File: src/rtl/mem_port_arbiter_pkg.sv
// rtl/mem_port_arbiter_pkg.sv - shared state encoding and default widths for the memory port arbiter
package mem_port_arbiter_pkg;

    localparam int DEF_ADDR_W     = 32;
    localparam int DEF_DATA_W     = 32;
    localparam int DEF_STREAK_MAX = 3;
    localparam int STREAK_W       = 4;

    typedef enum logic [1:0] {
        ARB_IDLE   = 2'd0,
        ARB_F_BUSY = 2'd1,
        ARB_D_BUSY = 2'd2
    } arb_state_t;

endpackage

File: src/rtl/mem_port_arbiter_grant_sel.sv
// rtl/mem_port_arbiter_grant_sel.sv - fetch/data grant decision with optional streak fairness (MEM_ARB_FAIRNESS_EN)
module arb_grant_sel
    import mem_port_arbiter_pkg::*;
#(
    parameter int STREAK_MAX = DEF_STREAK_MAX
) (
    input  logic clk,
    input  logic rst,
    input  logic i_idle,
    input  logic i_data_req,
    input  logic i_fetch_req,
    input  logic i_fetch_cancel,
    output logic o_grant_data,
    output logic o_grant_fetch
);

    // A cancelled fetch is never a candidate for a grant.
    logic w_fetch_valid;
    assign w_fetch_valid = i_fetch_req & ~i_fetch_cancel;

`ifdef MEM_ARB_FAIRNESS_EN
    logic [STREAK_W-1:0] r_streak;
    logic                w_fetch_turn;

    assign w_fetch_turn = (r_streak == STREAK_W'(STREAK_MAX)) & w_fetch_valid;

    // Data wins unless fetch has waited through STREAK_MAX data grants.
    always_comb begin
        o_grant_data  = i_idle & i_data_req & ~w_fetch_turn;
        o_grant_fetch = i_idle & w_fetch_valid & ~o_grant_data;
    end

    // Count data grants that overtook a waiting fetch; saturate, clear on fetch grant.
    always_ff @(posedge clk or negedge rst) begin
        if (!rst) begin
            r_streak <= '0;
        end else if (o_grant_fetch) begin
            r_streak <= '0;
        end else if (o_grant_data && w_fetch_valid && (r_streak != STREAK_W'(STREAK_MAX))) begin
            r_streak <= r_streak + 1'b1;
        end
    end
`else
    // Strict data priority; fetch only gets the port when data is quiet.
    assign o_grant_data  = i_idle & i_data_req;
    assign o_grant_fetch = i_idle & w_fetch_valid & ~i_data_req;

    logic w_unused;
    assign w_unused = ^{clk, rst, STREAK_W'(STREAK_MAX)};
`endif

endmodule

File: src/rtl/mem_port_arbiter.sv
// rtl/mem_port_arbiter.sv - fetch/data arbiter for one variable-latency memory port (option: MEM_ARB_FAIRNESS_EN)
module mem_port_arbiter
    import mem_port_arbiter_pkg::*;
#(
    parameter int ADDR_W     = DEF_ADDR_W,
    parameter int DATA_W     = DEF_DATA_W,
    parameter int STREAK_MAX = DEF_STREAK_MAX
) (
    input  logic              clk,
    input  logic              rst,
    input  logic              fetch_req,
    input  logic [ADDR_W-1:0] fetch_addr,
    input  logic              fetch_cancel,
    output logic              fetch_done,
    output logic [DATA_W-1:0] fetch_rdata,
    input  logic              data_req,
    input  logic              data_we,
    input  logic [ADDR_W-1:0] data_addr,
    input  logic [DATA_W-1:0] data_wdata,
    output logic              data_done,
    output logic [DATA_W-1:0] data_rdata,
    output logic              mem_req,
    output logic              mem_we,
    output logic [ADDR_W-1:0] mem_addr,
    output logic [DATA_W-1:0] mem_wdata,
    input  logic              mem_ack,
    input  logic [DATA_W-1:0] mem_rdata
);

    arb_state_t        r_state;
    logic              r_drop;
    logic              r_mem_req;
    logic              r_mem_we;
    logic [ADDR_W-1:0] r_mem_addr;
    logic [DATA_W-1:0] r_mem_wdata;
    logic              r_fetch_done;
    logic [DATA_W-1:0] r_fetch_rdata;
    logic              r_data_done;
    logic [DATA_W-1:0] r_data_rdata;

    logic w_idle;
    logic w_grant_data;
    logic w_grant_fetch;

    assign w_idle = (r_state == ARB_IDLE);

    arb_grant_sel #(
        .STREAK_MAX(STREAK_MAX)
    ) u_grant_sel (
        .clk           (clk),
        .rst           (rst),
        .i_idle        (w_idle),
        .i_data_req    (data_req),
        .i_fetch_req   (fetch_req),
        .i_fetch_cancel(fetch_cancel),
        .o_grant_data  (w_grant_data),
        .o_grant_fetch (w_grant_fetch)
    );

    // Arbitration FSM: latch the winner's request, hold it on the port until ack, return data with a done pulse.
    always_ff @(posedge clk or negedge rst) begin
        if (!rst) begin
            r_state       <= ARB_IDLE;
            r_drop        <= 1'b0;
            r_mem_req     <= 1'b0;
            r_mem_we      <= 1'b0;
            r_mem_addr    <= '0;
            r_mem_wdata   <= '0;
            r_fetch_done  <= 1'b0;
            r_fetch_rdata <= '0;
            r_data_done   <= 1'b0;
            r_data_rdata  <= '0;
        end else begin
            r_fetch_done <= 1'b0;
            r_data_done  <= 1'b0;
            case (r_state)
                ARB_IDLE: begin
                    if (w_grant_data) begin
                        r_state     <= ARB_D_BUSY;
                        r_mem_req   <= 1'b1;
                        r_mem_we    <= data_we;
                        r_mem_addr  <= data_addr;
                        r_mem_wdata <= data_wdata;
                    end else if (w_grant_fetch) begin
                        r_state    <= ARB_F_BUSY;
                        r_mem_req  <= 1'b1;
                        r_mem_we   <= 1'b0;
                        r_mem_addr <= fetch_addr;
                    end
                end
                ARB_F_BUSY: begin
                    // A late branch only discards the result; the memory cycle itself runs to completion.
                    if (fetch_cancel) begin
                        r_drop <= 1'b1;
                    end
                    if (mem_ack) begin
                        r_state   <= ARB_IDLE;
                        r_mem_req <= 1'b0;
                        r_drop    <= 1'b0;
                        if (!r_drop && !fetch_cancel) begin
                            r_fetch_done  <= 1'b1;
                            r_fetch_rdata <= mem_rdata;
                        end
                    end
                end
                ARB_D_BUSY: begin
                    if (mem_ack) begin
                        r_state     <= ARB_IDLE;
                        r_mem_req   <= 1'b0;
                        r_data_done <= 1'b1;
                        if (!r_mem_we) begin
                            r_data_rdata <= mem_rdata;
                        end
                    end
                end
                default: begin
                    r_state   <= ARB_IDLE;
                    r_mem_req <= 1'b0;
                    r_drop    <= 1'b0;
                end
            endcase
        end
    end

    assign mem_req     = r_mem_req;
    assign mem_we      = r_mem_we;
    assign mem_addr    = r_mem_addr;
    assign mem_wdata   = r_mem_wdata;
    assign fetch_done  = r_fetch_done;
    assign fetch_rdata = r_fetch_rdata;
    assign data_done   = r_data_done;
    assign data_rdata  = r_data_rdata;

endmodule

File: config.mk
export PLATFORM = sky130hd
export DESIGN_NAME = mem_port_arbiter
export DESIGN_NICKNAME = d
export VERILOG_FILES = /design/src/rtl/mem_port_arbiter_pkg.sv /design/src/rtl/mem_port_arbiter_grant_sel.sv /design/src/rtl/mem_port_arbiter.sv
export SDC_FILE = /design/constraint.sdc
export NUM_CORES = 1
export LEC_CHECK = 0
export BUFFER_PORTS_ARGS = -buffer_cell sky130_fd_sc_hd__buf_4
export CORE_ASPECT_RATIO = 1.1
export CORE_MARGIN = 2
export CORE_UTILIZATION = 52
export CTS_BUF_LIST = sky130_fd_sc_hd__clkbuf_8
export DETAILED_ROUTE_END_ITERATION = 16
export PLACE_DENSITY = 0.88
export SYNTH_ARGS = -nofsm -noshare
export SYNTH_HDL_FRONTEND = slang
export SYNTH_HIERARCHICAL = 1
export SYNTH_SLANG_ARGS = --single-unit
File: constraint.sdc
create_clock -name clk -period 4.75 [get_ports clk]
set_clock_uncertainty 0.2 [all_clocks]
set_input_delay 0.2375 -clock clk [delete_from_list [all_inputs] [get_ports clk]]
set_output_delay 0.2375 -clock clk [all_outputs]
set_load 0.02 [all_outputs]
==> flow_metrics.env <==
export IMPL_critPathCaptureType="flip-flop"
export IMPL_clk_pin_slew_worst_paths_ps=90
export IMPL_slew_violations=0
export IMPL_synth_xor_area_share_pct=0
export IMPL_tns_ps=0
export IMPL_routed_via_density=5.75
export IMPL_hpwl_um=11000
export IMPL_worst_r2r_endpoint="mem_addr[4]$_DFFE_PN0P_"
export IMPL_cts_sinks=135
export IMPL_synth_top_family_by_area="multiplexers"
export IMPL_r2r_start="r_state[0]$_DFFE_PN0P_"
export IMPL_finalNonFillerCells=939
export IMPL_route_detailed_drc=0
export IMPL_wl_per_cell_um=22.8
export IMPL_final_nets=922
export IMPL_boundaryPins=267
export IMPL_grt_pass1_vias=5786
export IMPL_period_minus_slack_ps=3890
export IMPL_globalRouteOverflowTotal=0
export IMPL_critical_path_arrival_ps=4010
export IMPL_htreeDepth=4
export IMPL_max_freq_mhz=257
export IMPL_synthTopCellsByArea="dfrtp_1 (60%), mux2_2 (13%), mux2_4 (7.8%)"
export IMPL_fill_cells=410
export IMPL_initial_core_util_pct=53.7
export IMPL_clockBufferDepth=2
export IMPL_die_h_um=113
export IMPL_outcome="finished, final reports clean"
export IMPL_path_class="flip-flop to flip-flop"
export IMPL_r2r_cells=8
export IMPL_synthesis_instances=388
export IMPL_finalCritPeriodShare_pct=82.0
export IMPL_synth_cell_types=24
export IMPL_rows=39
export IMPL_synth_top_area_share_pct=60.2
export IMPL_fp_coreArea_mm2=0.0104
export IMPL_setup_worst_path_start_class="flip-flop"
export IMPL_ys_seq_area_share_pct=60.2
export IMPL_worst_pin_slew_ps=1270
export IMPL_yosys_area_share_adder_pct=1.11
export IMPL_antenna_found_initial=1
export IMPL_final_hold_violation_count=0
export IMPL_cts_tree="built"
export IMPL_postRouteAntennaNets=0
export IMPL_maxSlewHeadroom_pct=15.1
export IMPL_drv_cap=0
export IMPL_cp_required_ps=4860
export IMPL_via_count=5396
export IMPL_postRouteWirelength_um=21400
export IMPL_finalSetupViolCount=0
export IMPL_cts_root_buf="clkbuf_8"
export IMPL_die_w_um=103
export IMPL_syn_num_nets=528
export IMPL_syn2layout_area_growth_pct=67.7
export IMPL_drive_gt1_share_pct=50.8
export IMPL_synth_simple_gate_area_share_pct=3.92
export IMPL_drtIter0Drc=313
export IMPL_dieArea_mm2=0.0116
export IMPL_critPathMaxFanout=41
export IMPL_yosys_warnings=6
export IMPL_p_leak_nw=4.48
export IMPL_pwr_density_cell_mw_per_mm2=712
export IMPL_rsz0062_at_grt="false"
export IMPL_cts_resized=0
export IMPL_synth_area_mm2=0.00561
export IMPL_synth_area_per_cell_um2=14.5
export IMPL_finalWeightedCongestion=0.838
export IMPL_ff2ff_setup_slack_ps=860
export IMPL_hp_class="input pin to asynchronous set/reset pin"
export IMPL_drt_pass1_iter_count=5
export IMPL_ys_ff_latch=135
export IMPL_muxShareOfSynthArea_pct=21.2
export IMPL_cts_buffers=17
export IMPL_track_usage_pct=37.0
export IMPL_layout_commonest_cell="buf_4"
export IMPL_grt_pass1_wl_um=31800
export IMPL_grt_max_degree=61
export IMPL_ir_drop_v=0.000482
export IMPL_final_cell_mix="buf_4 (272), dfrtp_1 (135), dlygate4sd3_1 (132), mux2_2 (67), nor2_1 (35)"
export IMPL_synth_compound_area_share_pct=9.39
export IMPL_dp_cells=774
export IMPL_clock_latency_ps=440
export IMPL_io_buffers=266
export IMPL_post_synth_top_area_cell="dfrtp_1"
==> synth_stat cells, drive strengths merged <==
master and number:
ha 5, and2 2, nand2b 3, mux2 96, dfrtp 135, a21oi 6
nor2 35, nand2 3, a32o 1, and4bb 2, clkbuf 6, inv 3
o22ai 33, nor2b 1, buf 23, or2 1, o32ai 32, nand3b 1
==> where the power goes <==
group / total, mW / internal [mW] / leakage, nW / switching [mW]
Clock: 1.15 / 0.661 / 0.237 / 0.493
Sequential: 2.12 / 1.70 / 1.65 / 0.420
Combinational: 3.43 / 1.69 / 2.59 / 1.74
Total: 6.70 / 4.05 / 4.48 / 2.65
==> worst max path at each step <==
stage / from / end / slack (ps) / depth (start not counted)
floorplan: r_state[0]$_DFFE_PN0P_ / mem_wdata[14]$_DFFE_PN0P_ / 2760 / 8
global placement: r_state[0]$_DFFE_PN0P_ / mem_wdata[24]$_DFFE_PN0P_ / 1720 / 6
detailed placement: r_state[1]$_DFFE_PN0P_ / mem_wdata[28]$_DFFE_PN0P_ / 1650 / 6
CTS: r_state[1]$_DFFE_PN0P_ / mem_addr[8]$_DFFE_PN0P_ / 1140 / 8
global route: r_state[0]$_DFFE_PN0P_ / mem_addr[11]$_DFFE_PN0P_ / 710 / 8
finish: r_state[0]$_DFFE_PN0P_ / mem_addr[4]$_DFFE_PN0P_ / 860 / 8
==> critical path, stage by stage (launching register included) <==
cell and delay [ps]:
dfrtp_1 430, inv_1 150, ha_1 190, buf_4 420, and4bb_2 360, nand2_1 680
o32ai_1 630, nor2_1 100, dlygate4sd3_1 610
==> cells by family (layout without fill, tap and decap cells) <==
kind of cell    Yosys count  count (layout)
compound gates           72              72
other cells               0               1
buf+inv                  32             439
fa+ha+maj                 5               5
simple gates             48              48
mux                      96              96
flops                   135             135
==> timing repair <==
action,4_1_cts,5_1_grt
endpoints found under the setup margin,0,0
buffers inserted,0,0
hold buffers,132,0
endpoints found under the hold margin,158,0
==> flip-flops by register name, summed over array words and instances (netlist names) <==
name,count
mem_req,1
mem_wdata,32
fetch_done,1
fetch_rdata,32
data_done,1
r_state,2
mem_we,1
mem_addr,32
r_drop,1
data_rdata,32
==> metal layers <==
metal  part of all wire, %  wire, um  global-route usage (%)
met4                   4.7      1010                    16.8
met1                    34      7340                    41.3
met3                   8.6      1840                    9.39
met5                     0         0                       0
met2                    52     11200                    65.4
==> per-stage QoR <==
| stage | power (mW) | utilization (%) | setup WS, ps | area (um^2) | hold WS [ps] |
|---|---|---|---|---|---|
| final | 6.70 | 90.1 | 856 | 9410 | 52.6 |
| after global routing | 6.94 | 90.1 | 706 | 9410 | 77.2 |
| after CTS | 6.44 | 90.1 | 1140 | 9410 | 27.4 |
| after detailed placement | 4.93 | 72.9 | 1650 | 7610 | -38.7 |
| after global placement | 4.82 | 72.9 | 1720 | 7610 | -39.6 |
| after floorplan | 3.74 | - | 2760 | 5610 | -258 |
==> cell type report <==
type | count | area, um^2 | share of cell area [%]
Antenna cell | 1 | 2.50 | 0.0266
Clock buffer | 19 | 262 | 2.78
Clock inverter | 13 | 215 | 2.29
Inverter | 3 | 11.3 | 0.120
Multi-Input combinational cell | 221 | 2000 | 21.3
Sequential cell | 135 | 3380 | 35.9
Tap cell | 143 | 179 | 1.90
Timing Repair Buffer | 404 | 3360 | 35.7
Note: power is estimated with default switching activity, not from simulation.
